$ cat config.mk
export PLATFORM = sky130hd
export DESIGN_NAME = shift_add_multiplier
export DESIGN_NICKNAME = d
export VERILOG_FILES = /design/src/rtl/shift_add_multiplier.sv
export SDC_FILE = /design/constraint.sdc
export NUM_CORES = 1
export LEC_CHECK = 0
export CORE_MARGIN = 4
export CORE_UTILIZATION = 46
export DETAILED_ROUTE_END_ITERATION = 6
export GPL_ROUTABILITY_DRIVEN = 0
export GPL_TIMING_DRIVEN = 0
export PLACE_DENSITY = 0.81
export SYNTH_ARGS = -nofsm -noshare
export SYNTH_HDL_FRONTEND = slang
export SYNTH_SLANG_ARGS = --single-unit
$ cat constraint.sdc
create_clock -name clk -period 1.4 [get_ports clk]
set_clock_uncertainty 0.05 [all_clocks]
set_input_delay 0.14 -clock clk [delete_from_list [all_inputs] [get_ports clk]]
set_output_delay 0.14 -clock clk [all_outputs]
set_load 0.02 [all_outputs]
$ cat src/rtl/shift_add_multiplier.sv
// ---------------------------------------------------------------------------
// shift_add_multiplier
//
// Sequential unsigned multiplier using the classic shift-and-add algorithm.
// One partial-product step is performed per clock, so a multiplication takes
// WIDTH CALC cycles plus one DONE cycle. The next start is accepted in the
// IDLE cycle that follows DONE.
//
// Ports
//   clk   : single clock, all state updates on the rising edge
//   rst   : synchronous active-high reset, overrides everything
//   start : request to begin a multiplication (sampled only in IDLE)
//   X     : multiplicand, unsigned, WIDTH bits
//   Y     : multiplier, unsigned, WIDTH bits
//   P     : registered product X*Y, 2*WIDTH bits, held until next result
//   busy  : high while the iteration loop is running (state CALC)
//   done  : one-cycle pulse marking P valid (state DONE)
// ---------------------------------------------------------------------------
module shift_add_multiplier #(
    parameter int WIDTH = 4
) (
    input  logic               clk,
    input  logic               rst,
    input  logic               start,
    input  logic [WIDTH-1:0]   X,
    input  logic [WIDTH-1:0]   Y,
    output logic [2*WIDTH-1:0] P,
    output logic               busy,
    output logic               done
);

    // Counter holds 0..WIDTH, so it needs ceil(log2(WIDTH+1)) bits.
    localparam int CNT_W = $clog2(WIDTH + 1);
    localparam logic [CNT_W-1:0] LAST_ITER = CNT_W'(WIDTH - 1);
    localparam logic [CNT_W-1:0] CNT_MAX   = CNT_W'(WIDTH);

    typedef enum logic [1:0] {
        IDLE = 2'd0,
        CALC = 2'd1,
        DONE = 2'd2
    } state_t;

    state_t state;
    state_t state_nxt;

    // a carries one extra bit for the carry out of the add.
    logic [WIDTH:0]     a;
    logic [WIDTH-1:0]   q;
    logic [WIDTH-1:0]   m;
    logic [CNT_W-1:0]   cnt;

    logic [WIDTH:0]     sum;
    logic [WIDTH:0]     a_shift;
    logic [WIDTH-1:0]   q_shift;
    logic               last_iter;

    // Counter increment that parks at WIDTH instead of wrapping.
    function automatic logic [CNT_W-1:0] sat_inc(input logic [CNT_W-1:0] v);
        if (v == CNT_MAX) begin
            return v;
        end
        return v + 1'b1;
    endfunction

    // One shift-add step: conditional add, then shift {C,A,Q} right by one.
    always_comb begin
        sum       = q[0] ? (a + {1'b0, m}) : a;
        a_shift   = {1'b0, sum[WIDTH:1]};
        q_shift   = {sum[0], q[WIDTH-1:1]};
        last_iter = (cnt == LAST_ITER);
    end

    // FSM: state register
    always_ff @(posedge clk) begin
        if (rst) begin
            state <= IDLE;
        end else begin
            state <= state_nxt;
        end
    end

    // FSM: next-state logic
    always_comb begin
        state_nxt = state;
        case (state)
            IDLE:    if (start) state_nxt = CALC;
            CALC:    if (last_iter) state_nxt = DONE;
            DONE:    state_nxt = IDLE;
            default: state_nxt = IDLE;
        endcase
    end

    // FSM: outputs
    always_comb begin
        busy = (state == CALC);
        done = (state == DONE);
    end

    // Datapath registers. Operands are captured only on the start edge, so
    // later changes on X/Y and extra start pulses cannot disturb a result.
    always_ff @(posedge clk) begin
        if (rst) begin
            a   <= '0;
            q   <= '0;
            m   <= '0;
            cnt <= '0;
            P   <= '0;
        end else begin
            case (state)
                IDLE: begin
                    if (start) begin
                        m   <= Y;
                        q   <= X;
                        a   <= '0;
                        cnt <= '0;
                    end
                end
                CALC: begin
                    a   <= a_shift;
                    q   <= q_shift;
                    cnt <= sat_inc(cnt);
                    // Result is taken from the post-shift values of the final step.
                    if (last_iter) begin
                        P <= {a_shift[WIDTH-1:0], q_shift};
                    end
                end
                default: begin
                end
            endcase
        end
    end

endmodule
Word-level counts from Yosys, hierarchy flattened --
Cells that the tools add are included. Widths: inputs -> output; s select.
Storage, ports and cells: register bits after elaboration 26, output and inout bits 10, word-level logic and storage cells 36
Cells by class: add/subtract/negate cells 2, equal/unequal tests 7, multiplexer cells 14, reduce and logical (&&, ||, !) cells 7
Operators by type and width (count):
- $mux 5 | 2
- $pmux 5 s2 | 1
- $pmux 4 s2 | 1
- $reduce_and 2->1 | 4
- $mux 3 | 2
- $pmux 3 s2 | 1
- $add 5x4->5 | 1
- $mux 2 | 2
- $mux 4 | 1
- $pmux 2 s2 | 1
- $add 3x1->3 const B | 1
- $eq 3x2->1 const B | 1
- $eq 3x3->1 const B | 1
- $mux 1 | 3
- $ne 3x3->1 const B | 1
- $reduce_and 3->1 | 1
- $eq 2x1->1 const B | 1
- $eq 2x2->1 const B | 1
- $logic_not 2->1 | 1
- $ne 2x1->1 const B | 1
- $ne 2x2->1 const B | 1
- $reduce_bool 2->1 | 1

Depth between registers and ports, before layout --
depth after elaboration 6, gate-level depth with buffers 7

Worst setup path before layout --
OpenSTA, ideal clock, no wires.
path type register to register, from register a[0], to register a[0], library setup time 0.128 ns, arrival 1.356 ns, data required time 1.222 ns, path slack -0.133 ns, stages on the path, launching flop included 7, buffers on the path 0, cells stage by stage dfxtp_1 -> ha_1 -> fa_1 -> mux2i_1 -> nor2_1 -> a31oi_1 -> nor2_1
Between the ends: cells in the longest elaborated chain, start to end 3
Ends and longest elaborated chain:
- from (decl) | line 47 | logic [WIDTH:0] a;
- from (signal assigned) | line 119 | a <= a_shift;
- $add 5x4->5 | line 67 | sum = q[0] ? (a + {1'b0, m}) : a;
- $mux 5 | line 67
- $pmux 5 s2 | line 109 | case (state)
Every way passes these cells. A chain may end at the register's enable or synchronous reset.

Worst setup path in the final report --
from register m[0], to register a[0]
Between the ends: cells in the longest elaborated chain, start to end 3
Ends and longest elaborated chain:
- from (decl) | line 49 | logic [WIDTH-1:0] m;
- from (signal assigned) | line 105 | m <= '0;
- from (signal assigned) | line 112 | m <= Y;
- $add 5x4->5 | line 67
- $mux 5 | line 67
- $pmux 5 s2 | line 109
Every way passes these cells.

==> reports/results.md <==
| Group | Result | Reported |
| --- | --- | --- |
| synth | Commonest cells in the synthesized netlist | sky130_fd_sc_hd__nand2_1 (28), sky130_fd_sc_hd__dfxtp_1 (25), sky130_fd_sc_hd__a21oi_1 (17) |
| global routing | Overall track demand over capacity in global routing | 0.177 |
| status | Run status | finished, violations left |
| job | Total of max-cap violations | 0 |
| synth | Share of flip-flops with an asynchronous set or reset | 0 |
| layout | Number of nets at the end of the flow | 196 |
| timing | Tcrit/Tclk final | 1.14 |
| drt | Remaining routing DRC violations | 0 |
| layout | Ratio of cells with drive above 1 in the final layout | 0.284 |
| synth | Leading register cell type out of synthesis | sky130_fd_sc_hd__dfxtp_1 |
| clock tree | Clock Pin Slew Worst Setup and Hold Paths | 0.14 ns |
| synth | Post-synthesis share of cell area spent on and, or, nand and nor gates | 0.249 |
| place | Number of buffers added on ports | 19 |
| layout | Layout overhead on the synthesized area | 33.9% |
| synth | Synthesized Nets | 163 |
| drt | Routed vias | 1141 |
| synth | Largest family of logic cells by synthesized area | simple AND/OR/NAND/NOR gates |
| worst setup path | Arrival time at the worst endpoint | 1.77 ns |
| drt | Pre-Repair DR Iteration Count | 4 |
| floorplan | Chip Height | 59.7 µm |
| timing | Slew headroom | 0.627 |
| drt | Routed wirelength normalized by instance count | 14.8 µm |
| synth | Multiplexer area fraction after synthesis | 0.0245 |
| global routing | Global-route wire length before repair | 4740 µm |
| timing | Pins over their slew limit | 0 |
| status | Violations in the final reports | setup timing |
| drt | Via density per instance | 5.54 |
| worst hold path | Path class of the lowest-slack min-delay path | primary input to flip-flop |
| clock tree | Clk_lat worst skew | 0.33 ns |
| worst setup path | Required time of the worst setup path | 1.57 ns |
| drt | WL final | 3060 µm |
| floorplan | Chip Width | 59.7 µm |
| synth | Post-synthesis share of cell area spent on xor and xnor gates | 0.00714 |
| synth | Number of enable-type register cells in the synthesized netlist | 0 |
| global routing | Overflow left after global routing | 0 |
| worst setup path | Category of the worst setup path launch point | flip-flop |
| synth | Cell types occupying the most area after synthesis | sky130_fd_sc_hd__dfxtp_1 (41%), sky130_fd_sc_hd__nand2_1 (8.6%), sky130_fd_sc_hd__ha_1 (7.1%) |
| synth | Number of library cell types mapped by synthesis | 37 |
| timing | Final setup margin | -0.201 ns |
| timing | Minimum period implied by the final worst setup slack | 1.60 ns |
| layout | Ant. Diodes | 0 |
| power and ir drop | Power per unit of standard cell area | 826 nW/µm² |
| synth | Post-synthesis compound-gate area fraction | 0.158 |
| power and ir drop | Total Power | 0.00136 W |
| timing | Unrepaired setup endpoints after global routing | yes |
| synth | YS warnings | 0 |
| timing | Setup violators final | 8 |
| drt | First DRT Iteration DRCs | 46 |
| worst setup path | Critical path type | flip-flop to flip-flop |
| synth | Sequential cell area fraction in the yosys report | 0.408 |
| synth | Number of instances in the synthesized netlist | 144 |
| floorplan | Floorplan die area | 3560 µm² |
| place | Half-perimeter wire length of the detailed placement result | 2070 µm |
| timing | Slew at the pin with the worst max-slew slack | 0.559 ns |
| global routing | Number of antenna violations at the first check in global routing | 0 |
| power and ir drop | Maximum vdd ir drop | 0.000672 V |
| synth | Count leader, synth | sky130_fd_sc_hd__nand2_1 |
| worst setup path | Worst Setup End Kind | flip-flop |
| synth | Post-Syn Area | 1230 µm² |
| synth | Library cell with the largest summed area after synthesis | sky130_fd_sc_hd__dfxtp_1 |
| layout | Final non-filler cell area | 1640 µm² |
| drt | Post-detailed-route count of antenna-violating nets | 0 |
| timing | Maximum clock frequency | 0.625 GHz |
| power and ir drop | Leakage dissipation | 0.643 nW |
| global routing | Number of global-route vias before repair | 1094 |
| global routing | Pin count of the biggest net entering global routing | 15 |
| clock tree | Number of sinks on the clock net | 25 |
| floorplan | Core Footprint | 2500 µm² |
| layout | Fill cells | 202 |
| clock tree | Root Buffer Master | sky130_fd_sc_hd__clkbuf_4 |
| synth | Portion of synthesized cell area occupied by the leading cell type | 0.408 |
| floorplan | Number of I/O pins | 21 |
| worst setup path | Max FO, Critical Path | 2 |
| synth | Number of storage elements in the synthesis netlist | 25 |
| clock tree | H-tree levels | 1 |
| floorplan | Starting density of the core | 0.491 |
| clock tree | Largest buffer count on any clock path | 2 |
| timing | Total count of hold-check failures in the final report | 0 |
| synth | Arithmetic-cell share of the synthesized area counting full adders, half adders and majority gates | 0.0877 |
| place | Instance area after placement | 1490 µm² |
| synth | Avg Cell Area, Syn | 8.52 µm² |
| clock tree | Number of buffers added by the clock tree synthesis step | 3 |
| clock tree | Clock tree from TritonCTS | done |
| floorplan | Row cnt | 18 |
## routing by layer
layer | GRT usage | wire (µm) | up-vias
met2 | 0.302 | 1610 | 41
li1 | - | - | 563
met3 | 0.0259 | 180 | 5
met4 | 0.0791 | 38 | 0
met1 | 0.217 | 1230 | 532
met5 | 0 | 0 | -
## final timing paths
check                         start                 to  slack [ns]  cells past startpoint
setup / recovery  m[0]$_SDFFE_PP0P_  a[0]$_SDFFE_PP0P_       -0.20                      6
hold / removal                  rst  q[0]$_SDFFE_PP0P_        0.12                      2
setup reg to reg  m[0]$_SDFFE_PP0P_  a[0]$_SDFFE_PP0P_       -0.20                      6
hold reg to reg   P[0]$_SDFFE_PP0P_  P[0]$_SDFFE_PP0P_        0.42                      2
## placed cells by master, fill, tap and decap left out, drive strengths merged
| master | Yosys | final |
|---|---|---|
| a211oi | 3 | 3 |
| a21oi | 17 | 17 |
| a22oi | 1 | 1 |
| a311oi | 2 | 2 |
| a31oi | 2 | 2 |
| a32oi | 1 | 1 |
| and2 | 1 | 1 |
| and4b | 1 | 1 |
| buf | 5 | 14 |
| clkbuf | 3 | 8 |
| clkdlybuf4s50 | 0 | 9 |
| clkinv | 0 | 1 |
| dfxtp | 25 | 25 |
| dlygate4sd2 | 0 | 8 |
| fa | 1 | 1 |
| ha | 7 | 7 |
| inv | 5 | 5 |
| mux2i | 3 | 3 |
| nand2 | 28 | 28 |
| nand2b | 3 | 3 |
| nand3 | 2 | 2 |
| nand3b | 2 | 2 |
| nand4b | 1 | 1 |
| nor2 | 18 | 18 |
| nor2b | 1 | 1 |
| nor3 | 3 | 3 |
| nor3b | 1 | 1 |
| nor4 | 1 | 1 |
| o211ai | 1 | 1 |
| o21ai | 2 | 2 |
| o31ai | 1 | 1 |
| or2b | 1 | 1 |
| or3b | 1 | 1 |
| xnor2 | 1 | 1 |
## state kept, by name, summed over array words and instances, names as in the netlist
signal	flops
P	8
a	4
cnt	3
m	4
q	4
state	2
## report_power, final
part	internal, W	switching (W)	leakage, nW
registers	0.000737	0.0000268	0.208
clock network	0.000107	0.000230	0.0177
logic	0.000123	0.000135	0.417
total	0.000967	0.000391	0.643
## what timing repair did
action | in CTS | in global routing
hold buffers | 0 | 0
gates resized for setup | 26 | 13
endpoints found under the setup margin | 22 | 16
setup buffers | 5 | 5
pin swaps | 13 | 6
## stage by stage
step | cells | setup WS (ns) | TNS [ns] | hold WS [ns] | util
floorplan | 144 | -0.0971 | -0.336 | 0.218 | -
global placement | 193 | -0.241 | -2.60 | 0.396 | 0.597
detailed placement | 193 | -0.344 | -3.38 | 0.402 | 0.597
CTS | 202 | -0.190 | -0.826 | 0.110 | 0.632
global route | 206 | -0.279 | -1.39 | 0.133 | 0.658
finish | 206 | -0.201 | -0.939 | 0.124 | 0.658
## critical path: stages, from the launching register on
cell                      delay (ns)
sky130_fd_sc_hd__dfxtp_2        0.38
sky130_fd_sc_hd__ha_4           0.14
sky130_fd_sc_hd__fa_2           0.43
sky130_fd_sc_hd__mux2i_2        0.22
sky130_fd_sc_hd__nor2_1         0.08
sky130_fd_sc_hd__a31oi_1        0.15
sky130_fd_sc_hd__nor2_1         0.05
## final cells by class
cell class / count / area (µm²) / area share
Multi-Input combinational cell: 106 / 741 / 0.451
Timing Repair Buffer: 29 / 251 / 0.153
Buffer: 7 / 42.5 / 0.0259
Sequential cell: 25 / 518 / 0.315
Tap cell: 30 / 37.5 / 0.0228
Clock inverter: 1 / 5.00 / 0.00304
Inverter: 5 / 26.3 / 0.0160
Clock buffer: 3 / 22.5 / 0.0137
## kinds of logic after synthesis
kind of cell | Yosys count
buffers and inverters | 13
AOI/OAI and AO/OA | 30
adders and majority gates | 8
xor gates and xnor gates | 1
DFF | 25
and+or+nand+nor | 64
muxes | 3
(Power assumes the default switching activity.)
